`config.mk`:
```
export PLATFORM = sky130hd
export DESIGN_NAME = vx_credit_sender
export DESIGN_NICKNAME = d
export VERILOG_FILES = /design/src/rtl/vx_credit_sender_pkg.sv /design/src/rtl/vx_credit_sender_chk.sv /design/src/rtl/vx_credit_sender.sv
export SDC_FILE = /design/constraint.sdc
export NUM_CORES = 1
export LEC_CHECK = 0
export ABC_AREA = 1
export ABC_CLOCK_PERIOD_IN_PS = 1800
export BUFFER_PORTS_ARGS = -buffer_cell sky130_fd_sc_hd__buf_2
export CORE_AREA = 2 2 39 41
export CTS_BUF_LIST = sky130_fd_sc_hd__clkbuf_4 sky130_fd_sc_hd__clkbuf_8 sky130_fd_sc_hd__clkbuf_16
export CTS_CLUSTER_DIAMETER = 100
export DETAILED_ROUTE_END_ITERATION = 6
export DIE_AREA = 0 0 41 43
export PLACE_DENSITY = 0.44
export SKIP_CTS_REPAIR_TIMING = 1
export SYNTH_ARGS = -nofsm -noshare
export SYNTH_HDL_FRONTEND = slang
export SYNTH_SLANG_ARGS = --single-unit
```
`constraint.sdc`:
```
create_clock -name clk -period 1.8 [get_ports clk]
set_input_delay 0.27 -clock clk [delete_from_list [all_inputs] [get_ports clk]]
set_output_delay 0.27 -clock clk [all_outputs]
set_load 0.01 [all_outputs]
```
`src/rtl/vx_credit_sender_pkg.sv`:
```
// -----------------------------------------------------------------------------
// vx_credit_sender_pkg
//   Shared helpers for the credit sender. Holds the signed credit-delta
//   encoding used by the credit counter, which is the same +1/0/-1 encoding
//   used by the team FIFO used-count logic.
// -----------------------------------------------------------------------------
package vx_credit_sender_pkg;

  // Two-bit signed delta: +1 for a returned credit, -1 for a debit, 0 otherwise.
  // Callers guarantee inc and dec are never both set.
  function automatic logic signed [1:0] credit_delta(input logic inc, input logic dec);
    logic signed [1:0] d;
    if (inc) begin
      d = 2'sb01;
    end else if (dec) begin
      d = 2'sb11;
    end else begin
      d = 2'sb00;
    end
    return d;
  endfunction

endpackage

```
`src/rtl/vx_credit_sender_chk.sv`:
```
// -----------------------------------------------------------------------------
// vx_credit_sender_chk
//   Runtime checks for vx_credit_sender.
//   - A push must never be issued against a credit count that was zero when the
//     payload was accepted (same cycle for OUT_REG=0, previous cycle for
//     OUT_REG=1).
//   - The rise of the sticky err flag is covered so it shows in coverage.
// Ports: clk, reset (sync, active-high), in_valid/in_ready (accept handshake),
//   push, credits, err -- all observed, none driven.
// -----------------------------------------------------------------------------
module vx_credit_sender_chk #(
  parameter int OUT_REG = 0,
  parameter int CREDITW = 2
) (
  input logic               clk,
  input logic               reset,
  input logic               in_valid,
  input logic               in_ready,
  input logic               push,
  input logic [CREDITW-1:0] credits,
  input logic               err
);

  logic zero_at_accept_r;
  logic seen_zero;

  // Remembers whether the previous accept happened with no credits left.
  always_ff @(posedge clk) begin
    if (reset) begin
      zero_at_accept_r <= 1'b0;
    end else begin
      zero_at_accept_r <= in_valid && in_ready && (credits == {CREDITW{1'b0}});
    end
  end

  assign seen_zero = (OUT_REG != 0) ? zero_at_accept_r : (credits == {CREDITW{1'b0}});

  a_no_push_without_credit: assert property (@(posedge clk) disable iff (reset) !(push && seen_zero));

  c_err_rise: cover property (@(posedge clk) disable iff (reset) $rose(err));

endmodule

```
`src/rtl/vx_credit_sender.sv`:
```
// -----------------------------------------------------------------------------
// vx_credit_sender
//   Credit-based producer for the push side of a remote fixed-depth FIFO.
//   A local counter starts at the remote depth, is debited on every accepted
//   payload and credited on every remote pop pulse, so the remote queue can
//   never overflow.
// Parameters: DATAW payload width, SIZE remote depth (power of 2, >=1),
//   ALM_LOW almost-empty threshold, OUT_REG 0=combinational push / 1=registered,
//   CREDITW counter width.
// Ports:
//   clk, reset          clock, synchronous active-high reset
//   in_valid/in_data    upstream payload, in_ready = accept possible
//   push/push_data      write strobe and data towards the remote FIFO
//   credit_in           one-cycle pulse per remote pop
//   credits             free remote entries
//   no_credit           credits == 0
//   alm_no_credit       credits <= ALM_LOW
//   idle                all credits home and no push in flight
//   err                 sticky: credit returned while already full
// -----------------------------------------------------------------------------
module vx_credit_sender
  import vx_credit_sender_pkg::*;
#(
  parameter int DATAW   = 1,
  parameter int SIZE    = 2,
  parameter int ALM_LOW = 1,
  parameter int OUT_REG = 0,
  parameter int CREDITW = $clog2(SIZE + 1)
) (
  input  logic               clk,
  input  logic               reset,
  input  logic               in_valid,
  input  logic [DATAW-1:0]   in_data,
  output logic               in_ready,
  output logic               push,
  output logic [DATAW-1:0]   push_data,
  input  logic               credit_in,
  output logic [CREDITW-1:0] credits,
  output logic               no_credit,
  output logic               alm_no_credit,
  output logic               idle,
  output logic               err
);

  localparam logic [CREDITW-1:0] FULL_CNT   = CREDITW'(SIZE);
  localparam logic [CREDITW-1:0] ONE_CNT    = CREDITW'(1);
  localparam logic [CREDITW-1:0] ALM_CNT    = CREDITW'(ALM_LOW);
  // A debit from this value or below lands at or under the alarm threshold.
  localparam logic [CREDITW-1:0] ALM_HI_CNT = CREDITW'(ALM_LOW + 1);
  // A single-entry remote FIFO is always "almost out of credit".
  localparam logic               ALM_RST    = (SIZE <= ALM_LOW) || (SIZE == 1);

  logic [CREDITW-1:0] credits_r, credits_next;
  logic               no_credit_r, no_credit_next;
  logic               alm_r, alm_next;
  logic               full_r, full_next;
  logic               idle_r, idle_next;
  logic               err_r, err_next;
  logic               accept, at_full, inc, dec;
  logic signed [1:0]  delta;

  assign in_ready = !no_credit_r && !reset;

  // Next-state of the counter and its flags; flags are predicted from the
  // current count and the delta so they can be registered alongside it.
  always_comb begin
    accept  = in_valid && in_ready;
    at_full = (credits_r == FULL_CNT);
    // A credit arriving at full is discarded (and flagged) rather than wrapping.
    inc     = credit_in && !accept && !at_full;
    dec     = accept && !credit_in;
    delta   = credit_delta(inc, dec);
    credits_next   = credits_r + CREDITW'(delta);
    no_credit_next = no_credit_r;
    alm_next       = alm_r;
    full_next      = full_r;
    if (dec) begin
      no_credit_next = (credits_r == ONE_CNT);
      alm_next       = (credits_r <= ALM_HI_CNT);
      full_next      = 1'b0;
    end else if (inc) begin
      no_credit_next = 1'b0;
      alm_next       = (credits_r < ALM_CNT);
      full_next      = (credits_r == (FULL_CNT - ONE_CNT));
    end else begin
      no_credit_next = no_credit_r;
    end
    if (SIZE == 1) begin
      alm_next = 1'b1;
    end else begin
      alm_next = alm_next;
    end
    // With a registered output an accept leaves a push in flight next cycle.
    idle_next = full_next && !((OUT_REG != 0) && accept);
    err_next  = err_r || (credit_in && at_full);
  end

  // Credit counter and status flag registers.
  always_ff @(posedge clk) begin
    if (reset) begin
      credits_r   <= FULL_CNT;
      no_credit_r <= 1'b0;
      alm_r       <= ALM_RST;
      full_r      <= 1'b1;
      idle_r      <= 1'b1;
      err_r       <= 1'b0;
    end else begin
      credits_r   <= credits_next;
      no_credit_r <= no_credit_next;
      alm_r       <= alm_next;
      full_r      <= full_next;
      idle_r      <= idle_next;
      err_r       <= err_next;
    end
  end

  assign credits       = credits_r;
  assign no_credit     = no_credit_r;
  assign alm_no_credit = alm_r;
  assign idle          = idle_r;
  assign err           = err_r;

  generate
    if (OUT_REG != 0) begin : gen_out_reg
      logic             push_r;
      logic [DATAW-1:0] push_data_r;

      // Output stage: strobe follows accept by one cycle; data holds between pushes.
      always_ff @(posedge clk) begin
        if (reset) begin
          push_r <= 1'b0;
        end else begin
          push_r <= accept;
        end
        if (accept) begin
          push_data_r <= in_data;
        end else begin
          push_data_r <= push_data_r;
        end
      end

      assign push      = push_r;
      assign push_data = push_data_r;
    end else begin : gen_out_comb
      assign push      = accept;
      assign push_data = in_data;
    end
  endgenerate

  vx_credit_sender_chk #(
    .OUT_REG (OUT_REG),
    .CREDITW (CREDITW)
  ) u_chk (
    .clk      (clk),
    .reset    (reset),
    .in_valid (in_valid),
    .in_ready (in_ready),
    .push     (push),
    .credits  (credits_r),
    .err      (err_r)
  );

endmodule

```
==> results of run 1 <==
routing by layer:
layer,track usage,vias up,routed length (µm)
li1,-,162,-
met1,0.1097,119,326
met2,0.09063,10,264
met3,0.03141,0,44
met4,0.1000,0,0
met5,0,-,0
Yosys cell counts:
cell type                  number  share of area
sky130_fd_sc_hd__xor2_1         1          0.028
sky130_fd_sc_hd__o21ai_1        1          0.016
sky130_fd_sc_hd__nand2_4        1          0.036
sky130_fd_sc_hd__buf_4          1          0.024
sky130_fd_sc_hd__nor2_1         5          0.059
sky130_fd_sc_hd__a21oi_1        2          0.032
sky130_fd_sc_hd__clkinv_1       1          0.012
sky130_fd_sc_hd__inv_2          1          0.012
sky130_fd_sc_hd__nor2_4         1          0.036
sky130_fd_sc_hd__a31oi_1        1          0.020
sky130_fd_sc_hd__nand2_1        6          0.071
sky130_fd_sc_hd__nand3_2        2          0.063
sky130_fd_sc_hd__inv_1          5          0.059
sky130_fd_sc_hd__ha_1           1          0.040
sky130_fd_sc_hd__dfxtp_1        6           0.38
sky130_fd_sc_hd__nand3_1        6          0.095
sky130_fd_sc_hd__nand2_2        1          0.020
sequential cells by signal, indices dropped and copies added, names as in the netlist:
name	count
no_credit	1
err	1
alm_no_credit	1
credits	2
idle	1
metrics by stage:
| stage | hold WS, ps | worst slack [ps] | area (µm²) | cells | util |
|---|---|---|---|---|---|
| floorplan | 339.1 | 422.3 | 316.6 | 42 | - |
| global placement | 454.0 | 341.4 | 384.1 | 68 | 0.2776 |
| detailed placement | 460.7 | 342.6 | 384.1 | 68 | 0.2776 |
| CTS | 299.1 | 411.2 | 406.6 | 71 | 0.2939 |
| global route | 296.4 | 330.3 | 406.6 | 71 | 0.2939 |
| finish | 302.3 | 411.1 | 406.6 | 71 | 0.2939 |
final timing paths:
path,startpoint,to,cells past startpoint
setup / recovery,no_credit,credits[1],8
hold / removal,reset,credits[0],2
setup reg to reg,no_credit,credits[1],8
hold reg to reg,err,err,2
power by group:
part	internal [mW]	switching, mW
clock	0.0751	0.0433
combinational	0.0323	0.0473
sequential	0.147	0.0103
total	0.254	0.101
cell type report:
cell class / instances / area [µm²]
Timing Repair Buffer: 11 / 55.05
Sequential cell: 6 / 120.1
Multi-Input combinational cell: 28 / 162.7
Inverter: 7 / 26.28
Fill cell: 158 / 977.2
Tap cell: 16 / 20.02
Clock buffer: 3 / 22.52
logic make-up after synthesis:
| logic type | count (synthesis) |
|---|---|
| AO/OA/AOI/OAI | 4 |
| XOR/XNOR | 1 |
| adder cells (fa/ha/maj) | 1 |
| buffers and inverters | 8 |
| flip-flops | 6 |
| AND/OR/NAND/NOR | 22 |
critical path, stage by stage (launching register included):
cell                      delay, ps
sky130_fd_sc_hd__dfxtp_1        330
sky130_fd_sc_hd__nor2_4         170
sky130_fd_sc_hd__nand2_4         80
sky130_fd_sc_hd__nand3_2        100
sky130_fd_sc_hd__nand2_2         60
sky130_fd_sc_hd__ha_1           180
sky130_fd_sc_hd__xor2_1         150
sky130_fd_sc_hd__a21oi_1        120
sky130_fd_sc_hd__o21ai_1         70
==> results.json, run 1 <==
{
  "clk_transition_reported_paths_ps": 40,
  "h-tree-depth": 1,
  "layout.cells.most_common_list": "sky130_fd_sc_hd__buf_2 (11), sky130_fd_sc_hd__nand2_1 (6), sky130_fd_sc_hd__nand3_1 (6), sky130_fd_sc_hd__dfxtp_1 (6)",
  "grt_start_max_net_pins": 7,
  "critPathCaptureType": "register",
  "power.density_cell_area_mw_per_mm2": 873.8,
  "cts-buffers-inserted": 3,
  "final_min_period_over_clock_period": 0.7716,
  "first_global_vias": 221,
  "die_height_um": 43,
  "number_of_nets_in_the_finished_design": 63,
  "core.rowCount": 14,
  "ir_worst_vdd_mv": 0.2298,
  "floorplan.initialDensity": 0.2288,
  "largest_family_of_logic_cells_by_synthesized_area": "simple AND/OR/NAND/NOR gates",
  "clock_tree_from_tritoncts": "yes",
  "pin_count": 14,
  "core_area_mm2": 0.001384,
  "area.growth.synth_to_final_pct": 28.46,
  "layout-drive-gt1-share": 0.3636,
  "globalplace.congestion": 0.6497,
  "worst-slew-pin-transition_ps": 202.4,
  "maximum_capacitance_violations": 0,
  "synth-adder-area-share": 0.03953,
  "detail-route-antenna-nets": 0,
  "yosysWarningCount": 0,
  "cp.required_ps": 1920,
  "die_area_mm2": 0.001763,
  "synth_area_in_compound_gates": 0.06719,
  "ys_seq_elements": 6,
  "post-route-drc-count": 0,
  "post-layout-total-power_mw": 0.3553,
  "yosys.cell_types.count": 17,
  "antenna_cells_inserted": 0,
  "die_w_um": 41,
  "detailedRoute.firstIterationViolations": 7,
  "timing.hold.worst.class": "in2reg",
  "power.static_leakage_nw": 0.2177,
  "fin_clk_skew_ps": 2.895,
  "totalNegativeSetupSlack_ps": 0,
  "gr-total-overflow": 0,
  "totalWireLength_um": 635,
  "groute.usage.overall": 0.08442,
  "drtPass1Iterations": 4,
  "via_per_inst": 4.099,
  "detailroute.via_count": 291,
  "post_drt_wl_per_cell_um": 8.944,
  "cp.arrival_ps": 1510,
  "drv_slew": 0,
  "synth_cells": 42,
  "tritoncts_num_sinks": 6,
  "rsz0062_at_grt": "no",
  "max_slew_margin": 0.8648,
  "simple_gate_fraction_of_synth_area": 0.3794,
  "cts.root.buffer_cell": "sky130_fd_sc_hd__clkbuf_4",
  "crit_path_start_kind": "register",
  "final_common_cell": "sky130_fd_sc_hd__buf_2",
  "r2r_slack_ps": 410,
  "avgSynthCellArea_um2": 7.537,
  "final_hold_viol_count": 0,
  "port_buffers": 11,
  "fraction_of_synthesized_area_in_multiplexers": 0,
  "syn-cell-area_um2": 316.6,
  "outcome": "finished, final reports clean",
  "share_of_the_yosys_chip_area_belonging_to_registers": 0.3794,
  "postSynthNetCount": 48,
  "clkLatencyLatePin_ps": 240,
  "setup.worst_path.class": "reg2reg",
  "place.detailed.hpwl_um": 511.8,
  "grt_antenna_before_repair": 0,
  "synth_xor_area_frac": 0.02767,
  "period_needed_ps": 1389,
  "grt_pass1_wl_um": 910,
  "timing.fmax_mhz": 720.0,
  "clk_path_buf_depth": 2,
  "setup_viol_count_final": 0,
  "crit_fanout": 4
}
No activity file was read; power rests on OpenSTA's default activity.
==> inputs of run 2 (changes only) <==
- ABC_CLOCK_PERIOD_IN_PS: 1800 -> 1300
- clock period: 1.8 -> 1.3 ns (I/O delays scaled with it)
==> run 2 against run 1 <==
The run now ends with setup timing left. Final cell count increased by 9.9%. First-iteration DRC count decreased by 86%. Via count increased by 10%. Worst hold slack got worse by 28 ps. Combinational power increased by 92%. Clock-buffer cell count unchanged. Largest cell class unchanged. Die area unchanged. Utilization increased by 5.3 points. Critical path depth unchanged. Clock skew increased by 4.6 ps.
==> results.json, run 2 (same netlist as run 1, synthesis figures left out) <==
{
  "outcome": "complete, but fails checks",
  "violations": "setup timing",
  "detail-route-antenna-nets": 0,
  "grt.met3_usage": 0.03141,
  "place_ws_ps": -34.02,
  "post-route-worst-setup-slack_ps": -16.19,
  "pin_count": 14,
  "drv_slew": 0,
  "largest_register": "credits",
  "port_buffers": 11,
  "globalplace.congestion": 0.6676,
  "worstPathCellList": "nor2_4 -> nand2_4 -> nand3_2 -> nand2_2 -> ha_4 -> xor2_2 -> a21oi_1 -> o21ai_1",
  "core_area_mm2": 0.001384,
  "post_drt_wl_per_cell_um": 9.564,
  "floorplan.initialDensity": 0.2288,
  "fin_cells": 78,
  "gr-total-overflow": 0,
  "cts.root.buffer_cell": "sky130_fd_sc_hd__clkbuf_4",
  "clock_tree_from_tritoncts": "yes",
  "groute.usage.overall": 0.1024,
  "first_global_vias": 298,
  "period_needed_ps": 1316,
  "detailroute.via_count": 320,
  "hold_path_end": "err",
  "dp.cells": 75,
  "setup_viol_count_final": 1,
  "detailedRoute.firstIterationViolations": 1,
  "core.rowCount": 14,
  "cp.arrival_ps": 1450,
  "place.detailed.hpwl_um": 567.5,
  "totalWireLength_um": 746,
  "clkLatencyLatePin_ps": 240,
  "fin_clk_skew_ps": 7.460,
  "worst-slew-pin-transition_ps": 149.5,
  "antenna_cells_inserted": 0,
  "die_height_um": 43,
  "timing.rr.start": "no_credit",
  "via_per_inst": 4.103,
  "worst_hold_startpoint": "credit_in",
  "final_min_period_over_clock_period": 1.012,
  "layout-drive-gt1-share": 0.4839,
  "number_of_nets_in_the_finished_design": 70,
  "cts-buffers-inserted": 3,
  "ir_worst_vdd_mv": 0.3426,
  "grt_start_max_net_pins": 6,
  "critical-path-max-stage-delay_ps": 330,
  "power.static_leakage_nw": 0.2518,
  "h-tree-depth": 1,
  "final_hold_viol_count": 0,
  "drtPass1Iterations": 2,
  "maximum_capacitance_violations": 0,
  "slowest_stage": "sky130_fd_sc_hd__dfxtp_2",
  "r2r.worst_path.cells": 8,
  "crit_fanout": 4,
  "layout.cells.most_common_list": "sky130_fd_sc_hd__buf_2 (11), sky130_fd_sc_hd__buf_4 (7), sky130_fd_sc_hd__nand2_1 (6), sky130_fd_sc_hd__nand3_1 (6)",
  "r2r_slack_ps": -20,
  "timing.hold.worst.class": "in2reg",
  "largest_register_ffs": 2,
  "layout.filler_cells": 161,
  "die_area_mm2": 0.001763,
  "cp.required_ps": 1430,
  "max_slew_margin": 0.9001,
  "grt_most_used_layer": "met2",
  "setup.worst_path.class": "reg2reg",
  "clk_path_buf_depth": 2,
  "final_common_cell": "sky130_fd_sc_hd__buf_2",
  "grt_pass1_wl_mm": 1.124,
  "tritoncts_num_sinks": 6,
  "die_w_um": 41,
  "grt_met1_usage": 0.1125,
  "area.growth.synth_to_final_pct": 51.78,
  "crit_path_start_kind": "register",
  "reg2reg_to": "credits[1]",
  "clk_transition_reported_paths_ps": 50,
  "totalNegativeSetupSlack_ps": -16.19,
  "post-route-drc-count": 0,
  "rsz0062_at_grt": "yes",
  "min_path_cells": 3,
  "grt_antenna_before_repair": 0,
  "timing.fmax_mhz": 759.8,
  "critPathCaptureType": "register",
  "power.density_cell_area_mw_per_mm2": 1120,
  "met2_track_demand_over_resource": 0.1438
}
==> run 2: cell types whose count changed in the layout (fill, tap and decap cells not counted), sizes merged <==
cell	before	now
buf	11	18
==> run 2: per-layer routing <==
layer | vias to the layer above | part of all wire
li1 | 174 | -
met1 | 136 | 0.44
met2 | 8 | 0.49
met3 | 2 | 0.046
met4 | 0 | 0.025
met5 | - | 0
==> run 2: where the power goes <==
group          total, mW  switching, mW  leakage, nW  internal [mW]
sequential         0.211        0.00804       0.0500          0.203
clock              0.174         0.0692       0.0138          0.105
combinational      0.153         0.0821        0.188         0.0711
total              0.538          0.159        0.252          0.379
==> run 2: worst max path at each step <==
stage	start	end	slack, ps	cells past startpoint
2_1_floorplan	no_credit	credits[1]	-20	8
3_3_place_gp	reset	credits[1]	-30	9
3_5_place_dp	reset	credits[1]	-30	9
4_1_cts	no_credit	credits[1]	-10	8
5_1_grt	no_credit	credits[1]	-90	8
6_report	no_credit	credits[1]	-20	8
==> run 2: area by class of cell <==
cell class,count,area (µm²),area share
timing repair buffer,18,107.6,0.2240
sequential,6,121.4,0.2526
inverter,7,26.28,0.05469
clock buffer,3,22.52,0.04687
tap,16,20.02,0.04167
multi-input combinational,28,182.7,0.3802
==> run 2: metrics by stage <==
step | total power [mW] | utilization | hold slack [ps] | area [µm²]
floorplan | 0.2943 | - | 256.7 | 317.8
global placement | 0.3578 | 0.3165 | 390.1 | 437.9
detailed placement | 0.3578 | 0.3165 | 390.1 | 437.9
CTS | 0.5370 | 0.3327 | 270.8 | 460.4
global route | 0.5809 | 0.3472 | 293.7 | 480.5
finish | 0.5382 | 0.3472 | 273.9 | 480.5
==> run 2: worst max-delay path, delay by kind of cell, from the launching register on <==
kind                       cells  cell delay, ps
adders and majority gates      1             170
DFF                            1             330
xor gates and xnor gates       1             140
and+or+nand+nor                4             380
AOI/OAI and AO/OA              2             190
